===== src/rtl/coinc_acq_ctrl_pkg.sv =====
`default_nettype none
// +------------------------------------------------------------------+
// | coinc_acq_ctrl_pkg                                               |
// | Shared types and helpers for the coincidence acquisition slice:  |
// | sequencer state encoding and pair-count / pair-index mapping.    |
// | Rev 1.0                                                          |
// +------------------------------------------------------------------+
package coinc_acq_ctrl_pkg;

  // Sequencer states. The explicit width keeps the register 3 bits wide.
  typedef enum logic [2:0] {
    ST_IDLE    = 3'd0,
    ST_CLEAR   = 3'd1,
    ST_ACQ     = 3'd2,
    ST_DRAIN   = 3'd3,
    ST_SNAP    = 3'd4,
    ST_READOUT = 3'd5
  } acq_state_e;

  // Number of unordered channel pairs.
  function automatic int npairs(input int nchan);
    return nchan * (nchan - 1) / 2;
  endfunction

  // Flat index of pair (i,j), i<j, in the order (0,1),(0,2)..(0,N-1),(1,2)..
  // The detector packs its counters with the same mapping.
  function automatic int pair_index(input int nchan, input int i, input int j);
    return i * (2 * nchan - i - 1) / 2 + (j - i - 1);
  endfunction

  // Width of an index that can address n entries (at least 1 bit).
  function automatic int idx_width(input int n);
    return (n > 1) ? $clog2(n) : 1;
  endfunction

endpackage
`default_nettype wire


===== src/rtl/coinc_acq_ctrl_timer.sv =====
`default_nettype none
// +------------------------------------------------------------------+
// | acq_window_timer                                                 |
// | Loadable down-counter with terminal count (count == 1). Timing   |
// | for both the acquisition window and the drain tail.              |
// | Rev 1.0                                                          |
// +------------------------------------------------------------------+
module acq_window_timer #(
  parameter int WBITS = 16
) (
  input  logic             Clk,
  input  logic             Rst_n,
  input  logic             Load_i,
  input  logic [WBITS-1:0] LoadVal_i,
  input  logic             Dec_i,
  output logic             Tc_o
);

  logic [WBITS-1:0] count_q;
  logic [WBITS-1:0] count_d;

  // Load wins over decrement; the counter parks at zero rather than wrapping.
  always_comb begin
    count_d = count_q;
    if (Load_i) begin
      count_d = LoadVal_i;
    end else if (Dec_i && (count_q != '0)) begin
      count_d = count_q - WBITS'(1);
    end
  end

  // Counter register.
  always_ff @(posedge Clk or negedge Rst_n) begin
    if (!Rst_n) begin
      count_q <= '0;
    end else begin
      count_q <= count_d;
    end
  end

  // Terminal count marks the last cycle of the phase being timed.
  assign Tc_o = (count_q == WBITS'(1));

endmodule
`default_nettype wire


===== src/rtl/coinc_acq_ctrl.sv =====
`default_nettype none
// +------------------------------------------------------------------+
// | coinc_acq_ctrl                                                   |
// | Acquisition sequencer: clears and gates the pair counters for a  |
// | programmed window plus drain tail, snapshots all pair counts and |
// | streams them out one pair per valid/ready transfer.              |
// | Rev 1.0                                                          |
// +------------------------------------------------------------------+
module coinc_acq_ctrl
  import coinc_acq_ctrl_pkg::*;
#(
  parameter int NCHAN = 4,
  parameter int NBITS = 4,
  parameter int WBITS = 16,
  parameter int DRAIN = 3
) (
  input  logic                                    Clk,
  input  logic                                    Rst_n,
  input  logic                                    Start_i,
  input  logic                                    Abort_i,
  input  logic                                    Continuous_i,
  input  logic [WBITS-1:0]                        Window_i,
  input  logic [NBITS*npairs(NCHAN)-1:0]          Counts_i,
  output logic                                    CntClr_o,
  output logic                                    CntEn_o,
  output logic                                    OutValid_o,
  input  logic                                    OutReady_i,
  output logic [idx_width(npairs(NCHAN))-1:0]     OutPair_o,
  output logic [NBITS-1:0]                        OutCount_o,
  output logic                                    OutLast_o,
  output logic                                    Busy_o,
  output logic                                    Sat_o
);

  localparam int               NPAIRS    = npairs(NCHAN);
  localparam int               PW        = idx_width(NPAIRS);
  localparam logic [PW-1:0]    LAST_IDX  = PW'(NPAIRS - 1);
  localparam logic [WBITS-1:0] DRAIN_LEN = WBITS'(DRAIN);

  acq_state_e                state_q;
  acq_state_e                state_d;
  logic [PW-1:0]             idx_q;
  logic [PW-1:0]             idx_d;
  logic                      cntclr_q;
  logic                      cnten_q;
  logic                      valid_q;
  logic                      busy_q;
  logic                      sat_q;
  logic                      sat_d;
  logic [NBITS*NPAIRS-1:0]   shadow_q;

  logic                      tmr_load;
  logic [WBITS-1:0]          tmr_val;
  logic                      tmr_dec;
  logic                      tmr_tc;

  logic [NPAIRS-1:0]         pair_full;
  logic [NBITS-1:0]          shadow_word [NPAIRS];
  logic                      any_full;
  logic                      handshake;
  logic                      is_last;

  // Per-pair views: saturation detect on live counts, word select on snapshot.
  for (genvar p = 0; p < NPAIRS; p++) begin : g_pair
    assign pair_full[p]   = &Counts_i[p*NBITS +: NBITS];
    assign shadow_word[p] = shadow_q[p*NBITS +: NBITS];
  end

  assign any_full  = |pair_full;
  // valid_q is high exactly while the state register holds READOUT.
  assign handshake = valid_q & OutReady_i;
  assign is_last   = (idx_q == LAST_IDX);
  assign tmr_dec   = (state_q == ST_ACQ) || (state_q == ST_DRAIN);

  acq_window_timer #(
    .WBITS (WBITS)
  ) u_timer (
    .Clk       (Clk),
    .Rst_n     (Rst_n),
    .Load_i    (tmr_load),
    .LoadVal_i (tmr_val),
    .Dec_i     (tmr_dec),
    .Tc_o      (tmr_tc)
  );

  // Next-state, timer-load and readout-index decisions; Abort overrides all.
  always_comb begin
    state_d  = state_q;
    idx_d    = idx_q;
    tmr_load = 1'b0;
    tmr_val  = Window_i;
    unique case (state_q)
      ST_IDLE: begin
        if (Start_i) begin
          state_d = ST_CLEAR;
        end
      end
      ST_CLEAR: begin
        // Window is sampled here; an empty window jumps straight to the tail.
        tmr_load = 1'b1;
        if (Window_i != '0) begin
          state_d = ST_ACQ;
        end else if (DRAIN != 0) begin
          state_d = ST_DRAIN;
          tmr_val = DRAIN_LEN;
        end else begin
          state_d = ST_SNAP;
        end
      end
      ST_ACQ: begin
        if (tmr_tc) begin
          if (DRAIN != 0) begin
            state_d  = ST_DRAIN;
            tmr_load = 1'b1;
            tmr_val  = DRAIN_LEN;
          end else begin
            state_d = ST_SNAP;
          end
        end
      end
      ST_DRAIN: begin
        if (tmr_tc) begin
          state_d = ST_SNAP;
        end
      end
      ST_SNAP: begin
        state_d = ST_READOUT;
        idx_d   = '0;
      end
      ST_READOUT: begin
        if (handshake) begin
          if (is_last) begin
            state_d = Continuous_i ? ST_CLEAR : ST_IDLE;
          end else begin
            idx_d = idx_q + PW'(1);
          end
        end
      end
      default: begin
        state_d = ST_IDLE;
      end
    endcase
    if (Abort_i) begin
      state_d = ST_IDLE;
    end
  end

  // State register with outputs registered from the next state, so every
  // control output lines up with the state it belongs to.
  always_ff @(posedge Clk or negedge Rst_n) begin
    if (!Rst_n) begin
      state_q  <= ST_IDLE;
      idx_q    <= '0;
      cntclr_q <= 1'b0;
      cnten_q  <= 1'b0;
      valid_q  <= 1'b0;
      busy_q   <= 1'b0;
    end else begin
      state_q  <= state_d;
      idx_q    <= idx_d;
      cntclr_q <= (state_d == ST_CLEAR);
      cnten_q  <= (state_d == ST_ACQ) || (state_d == ST_DRAIN);
      valid_q  <= (state_d == ST_READOUT);
      busy_q   <= (state_d != ST_IDLE);
    end
  end

  // Sticky saturation: cleared by CLEAR, set by an all-ones count while gated.
  always_comb begin
    sat_d = sat_q;
    if (state_q == ST_CLEAR) begin
      sat_d = 1'b0;
    end else if (tmr_dec && any_full) begin
      sat_d = 1'b1;
    end
  end

  // Saturation flag register; survives Abort, only reset or CLEAR drop it.
  always_ff @(posedge Clk or negedge Rst_n) begin
    if (!Rst_n) begin
      sat_q <= 1'b0;
    end else begin
      sat_q <= sat_d;
    end
  end

  // Snapshot of every pair count, taken during the single SNAP cycle.
  always_ff @(posedge Clk or negedge Rst_n) begin
    if (!Rst_n) begin
      shadow_q <= '0;
    end else if (state_q == ST_SNAP) begin
      shadow_q <= Counts_i;
    end
  end

  // Readout fields are forced to zero whenever no word is being offered.
  assign CntClr_o   = cntclr_q;
  assign CntEn_o    = cnten_q;
  assign OutValid_o = valid_q;
  assign OutPair_o  = valid_q ? idx_q : '0;
  assign OutCount_o = valid_q ? shadow_word[idx_q] : '0;
  assign OutLast_o  = valid_q & is_last;
  assign Busy_o     = busy_q;
  assign Sat_o      = sat_q;

endmodule
`default_nettype wire


===== config.mk =====
export PLATFORM = sky130hd
export DESIGN_NAME = coinc_acq_ctrl
export DESIGN_NICKNAME = d
export VERILOG_FILES = /design/src/rtl/coinc_acq_ctrl_pkg.sv /design/src/rtl/coinc_acq_ctrl_timer.sv /design/src/rtl/coinc_acq_ctrl.sv
export SDC_FILE = /design/constraint.sdc
export NUM_CORES = 1
export LEC_CHECK = 0
export CORE_MARGIN = 5
export CORE_UTILIZATION = 35
export CTS_BUF_LIST = sky130_fd_sc_hd__clkbuf_16
export CTS_CLUSTER_DIAMETER = 100
export DETAILED_ROUTE_END_ITERATION = 16
export GPL_TIMING_DRIVEN = 0
export PLACE_DENSITY = 0.63
export SKIP_CTS_REPAIR_TIMING = 1
export SYNTH_ARGS = -nofsm -noshare
export SYNTH_HDL_FRONTEND = slang
export SYNTH_SLANG_ARGS = --single-unit

===== constraint.sdc =====
create_clock -name Clk -period 3.3 [get_ports Clk]
set_input_delay 0.66 -clock Clk [delete_from_list [all_inputs] [get_ports Clk]]
set_output_delay 0.66 -clock Clk [all_outputs]
set_load 0.005 [all_outputs]

## Word-level counts from Yosys, hierarchy flattened

Cells that the tools add are included.

| operators by class | value |
|---|---|
| $add $sub $neg | 2 |
| order comparisons | 1 |
| equality and inequality tests | 13 |
| mux-type cells | 26 |
| bitwise gates (word level) | 3 |
| reductions and logical operators | 19 |

Operator list:

| kind | count |
|---|---|
| 16-bit two-way mux | 4 |
| 16-bit one-hot mux with 2 select lines | 1 |
| 16-bit nonzero test | 2 |
| 3-bit two-way mux | 9 |
| 4-bit AND reduction | 6 |
| 3-bit one-hot mux with 6 select lines | 1 |
| 16-bit by 1-bit == test with 1-bit output (second input constant) | 1 |
| 16-bit by 1-bit subtractor with 16-bit output (second input constant) | 1 |
| 4-bit binary-select mux with 3-bit select | 1 |
| 3-bit by 2-bit == test with 1-bit output (second input constant) | 4 |
| 3-bit == test (second input constant) | 4 |
| 4-bit two-way mux | 3 |
| 3-bit by 1-bit == test with 1-bit output (second input constant) | 2 |
| 3-bit one-hot mux with 2 select lines | 1 |
| 2-bit nonzero test | 3 |
| 6-bit OR reduction | 1 |
| 1-bit two-way mux | 5 |
| 4-bit >= comparator (second input constant) | 1 |
| 2-bit inequality test (second input constant) | 2 |
| 3-bit NOT with 4-bit output | 1 |
| 3-bit by 1-bit adder with 3-bit output (second input constant) | 1 |
| 3-bit zero test | 1 |
| 3-bit AND reduction | 1 |
| 3-bit nonzero test | 1 |
| 4 further kinds | 7 |

| storage, ports and cells | value |
|---|---|
| register bits | 51 |
| input bits | 46 |
| output and inout port bits | 13 |
| logic and storage cells | 73 |

## Logic depth before layout (Yosys ltp)

| logic depth | value |
|---|---|
| word-level depth | 7 |
| gate-level depth with buffers | 8 |

## By module

From an unflattened synthesis, not the netlist that was laid out.

| unflattened totals | value |
|---|---|
| cell total of the unflattened synthesis | 303 |
| area, all modules | 3,055.4 um2 |

By module, submodules not included:

| module | instances | cells each | area each (um2) | seq. area each (um2) |
|---|---|---|---|---|
| coinc_acq_ctrl | 1 | 171 | 1,953.1 | 875.8 |
| acq_window_timer | 1 | 132 | 1,102.3 | 400.4 |

## Least setup slack after synthesis

OpenSTA, ideal clock, no wires.

| timing | value |
|---|---|
| path type | register -> output |
| from | register idx_q[0] |
| to | output port OutCount_o[0] |
| arrival time | 1.439 ns |
| slack | 1.201 ns |
| stages on the path, launching flop included | 6 |
| path through | dfrtp_1 buf_2 mux4_2 inv_1 o22ai_1 and2_1 |

| between the ends | value |
|---|---|
| cells in the longest elaborated chain, start to end | 5 |

RTL lines:

| element | RTL line | text |
|---|---|---|
| from (decl) | coinc_acq_ctrl.sv:42 | `logic [PW-1:0] idx_q;` |
| from (signal assigned) | coinc_acq_ctrl.sv:160 | `idx_q <= idx_d;` |
| 3-bit NOT with 4-bit output (not written as such) | coinc_acq_ctrl.sv:201 | `assign OutCount_o = valid_q ? shadow_word[idx_q] : '0;` |
| 4-bit binary-select mux with 3-bit select | coinc_acq_ctrl.sv:201 |  |
| 4-bit two-way mux (not written as such) (2 in a row) | coinc_acq_ctrl.sv:201 |  |
| 4-bit two-way mux | coinc_acq_ctrl.sv:201 |  |
| to (decl) | coinc_acq_ctrl.sv:29 | `output logic [NBITS-1:0] OutCount_o,` |

No other way between the ends. The select of a mux whose other input is x is not followed.

## Worst setup path in the final report

| timing | value |
|---|---|
| from | register idx_q[0] |
| to | output port OutCount_o[1] |

The elaborated chain is that of the path after synthesis.

==> impl_metrics.yaml <==
power:
  power_density_mw_per_mm2: 471
  irDropWorstVdd_mv: 0.242
  p_leak_nw: 1.64
  finalPower_mw: 1.80
drt:
  wl_um: 7420
  wl_per_cell_um: 16.4
  drt_iter0_drc: 131
  vias: 2447
  vias_per_cell: 5.41
  drt_first_pass_iters: 4
  route.detailed.drc: 0
  ant_nets: 0
global_routing:
  grt_first_pass_wirelength_um: 12300
  grt_pass1_vias: 2537
  antenna_found_initial: 0
  overflow: 0
  grt_use_total: 0.151
  grt_max_degree: 38
timing:
  post-route-min-period_ps: 3020
  grt_setup_unrepaired: "no"
  max_clock_freq_mhz: 331
  period_share: 0.916
  finalSetupViolCount: 0
  worstMarginPinSlew_ps: 907
  slew_viol_final: 0
  slew_headroom: 0.390
  finalHoldViolCount: 0
  tns_ps: 0
  fin_skew_ps: 10.7
final_layout:
  fillers: 789
  antenna_cells: 0
  layout-drive-gt1-share: 0.176
  syn_to_final_growth_pct: 29.9
  nets: 396
synth:
  syn_inst: 280
  synth_ff_type: "dfrtp_1"
  syn_area_mm2: 0.00294
  synth_area_leader_cell: "dfrtp_1"
  synth_edf_count: 0
  yosys_warnings: 0
  synthDistinctLibCells: 54
  synthArstFlopShare: 1.00
  ys_ff_latch: 51
  synthesis.nets: 330
  synth.area.top_cells: "dfrtp_1 43%, mux2_2 9.2%, mux4_2 3.1%"
  syn_area_per_cell_um2: 10.5
  seq_area_frac_synth: 0.434
  netlist.area_leader.share: 0.434
placed_design:
  hpwl_um: 5750
  gp_congestion: 0.874
  io_buffer_count: 58
cts:
  clkTransAtPathRegs_ps: 70
  cts_tree: "done"
  htreeDepth: 2
  clock-sinks: 51
  clk_latency_ps: 290
  cts_root_buffer: "clkbuf_16"
  cts.path.max_buffers: 2
  cts_inserted_buffers: 5
floorplanning:
  die_h_um: 102
  rows: 33
  dieWidth_um: 102
  core_mm2: 0.00822
  initial_core_util: 0.358
  ios: 59
  die_area_mm2: 0.0103
critical_path:
  cp.arrival_ps: 2360
  cp_data_required_time_ps: 2640
  slowest_delay_ps: 550
  cp_max_fo: 10
  crit_buf_inv: 3
  start_kind: "flip-flop"
  crit_path_cell_trace: "buf_2 > mux4_2 > inv_1 > o22ai_1 > and2_1 > clkdlybuf4s50_1"
  crit_family: "buffers and inverters"
  criticalPathCategory: "reg2out"
  slowest_stage: "mux4_2"
  rrSetupSlack_ps: 970
  cp-end-kind: "output port"
outcome:
  outcome: "complete, no violations"
flow_run:
  drv_cap: 0
worst_hold_path:
  hp-class: "in2async"
-- layout by cell type, fill, tap and decap left out, types with 3 or more instances in the layout --
cell	instances
a211oi_1	4
a21oi_1	9
a31oi_1	5
and2_1	7
buf_2	6
clkbuf_1	4
clkbuf_16	5
clkdlybuf4s50_1	57
dfrtp_1	51
ha_1	4
inv_1	12
mux2_2	24
mux2i_1	7
mux4_2	4
nand2_1	23
nand2b_1	3
nand3_1	11
nand4_1	12
nor2_1	12
nor3_1	8
nor4_1	8
o211a_1	3
o21ai_0	10
o22ai_1	6
xnor2_1	3
xor2_1	3
-- through the flow --
| stage | utilization | hold WS (ps) | setup WS, ps | cells | instance area, µm² |
|---|---|---|---|---|---|
| 2_1_floorplan | - | 364 | 1200 | 280 | 2940 |
| 3_3_place_gp | 0.445 | 468 | -7.00 | 443 | 3650 |
| 3_5_place_dp | 0.447 | 468 | 566 | 444 | 3670 |
| 4_1_cts | 0.465 | 271 | 243 | 452 | 3820 |
| 5_1_grt | 0.465 | 290 | 153 | 452 | 3820 |
| 6_report | 0.465 | 263 | 276 | 452 | 3820 |
-- metal layers --
layer | vias up | part of all wire | GRT usage
met3 | 16 | 0.042 | 0.0227
met4 | 0 | 0.027 | 0.0593
met5 | - | 0 | 0
met2 | 62 | 0.46 | 0.237
met1 | 1187 | 0.47 | 0.209
li1 | 1182 | - | -
-- where the power goes --
part / switching [mW] / internal, mW
Combinational: 0.223 / 0.222
Sequential: 0.104 / 0.711
Clock: 0.248 / 0.292
Total: 0.575 / 1.23
-- sequential cells by signal (all words and copies together) (netlist names) --
name and count:
Sat_o 1, OutValid_o 1, state_q 3, shadow_q 24, Busy_o 1, idx_q 3
CntEn_o 1, u_timer.count_q 16, CntClr_o 1
-- path summary, 6_finish.rpt --
path / start / end / cells past startpoint
max in group asynchronous: Rst_n / state_q[0] / 2
setup reg to reg: u_timer.count_q[0] / u_timer.count_q[12] / 8
hold / removal: Rst_n / shadow_q[14] / 1
hold reg to reg: Sat_o / Sat_o / 2
min in group Clk: Sat_o / Sat_o / 2
setup / recovery: idx_q[0] / OutCount_o[1] / 6
-- logic make-up after synthesis --
family / synth area share
xor+xnor: 0.0179
mux: 0.146
simple gates: 0.205
fa+ha+maj: 0.0170
compound gates: 0.131
flops: 0.434
buf+inv: 0.0485
-- layout make-up --
class	instances	area, µm²	share of cell area
multi-input combinational	203	1520	0.399
sequential	51	1280	0.334
timing repair buffer	59	596	0.156
tap	105	131	0.0344
clock buffer	5	125	0.0327
buffer	14	97.6	0.0255
inverter	12	45.0	0.0118
clock inverter	3	28.8	0.00753
-- synth_stat cells, drive strengths merged (8+ instances only) --
cell type  instances
dfrtp             51
nand2             23
o21ai             10
mux2              24
nand3             11
nor2              14
a21oi             10
inv               12
nand4             13
buf                8
nor4              11
nor3               9
Note: power is estimated with default switching activity, not from simulation.
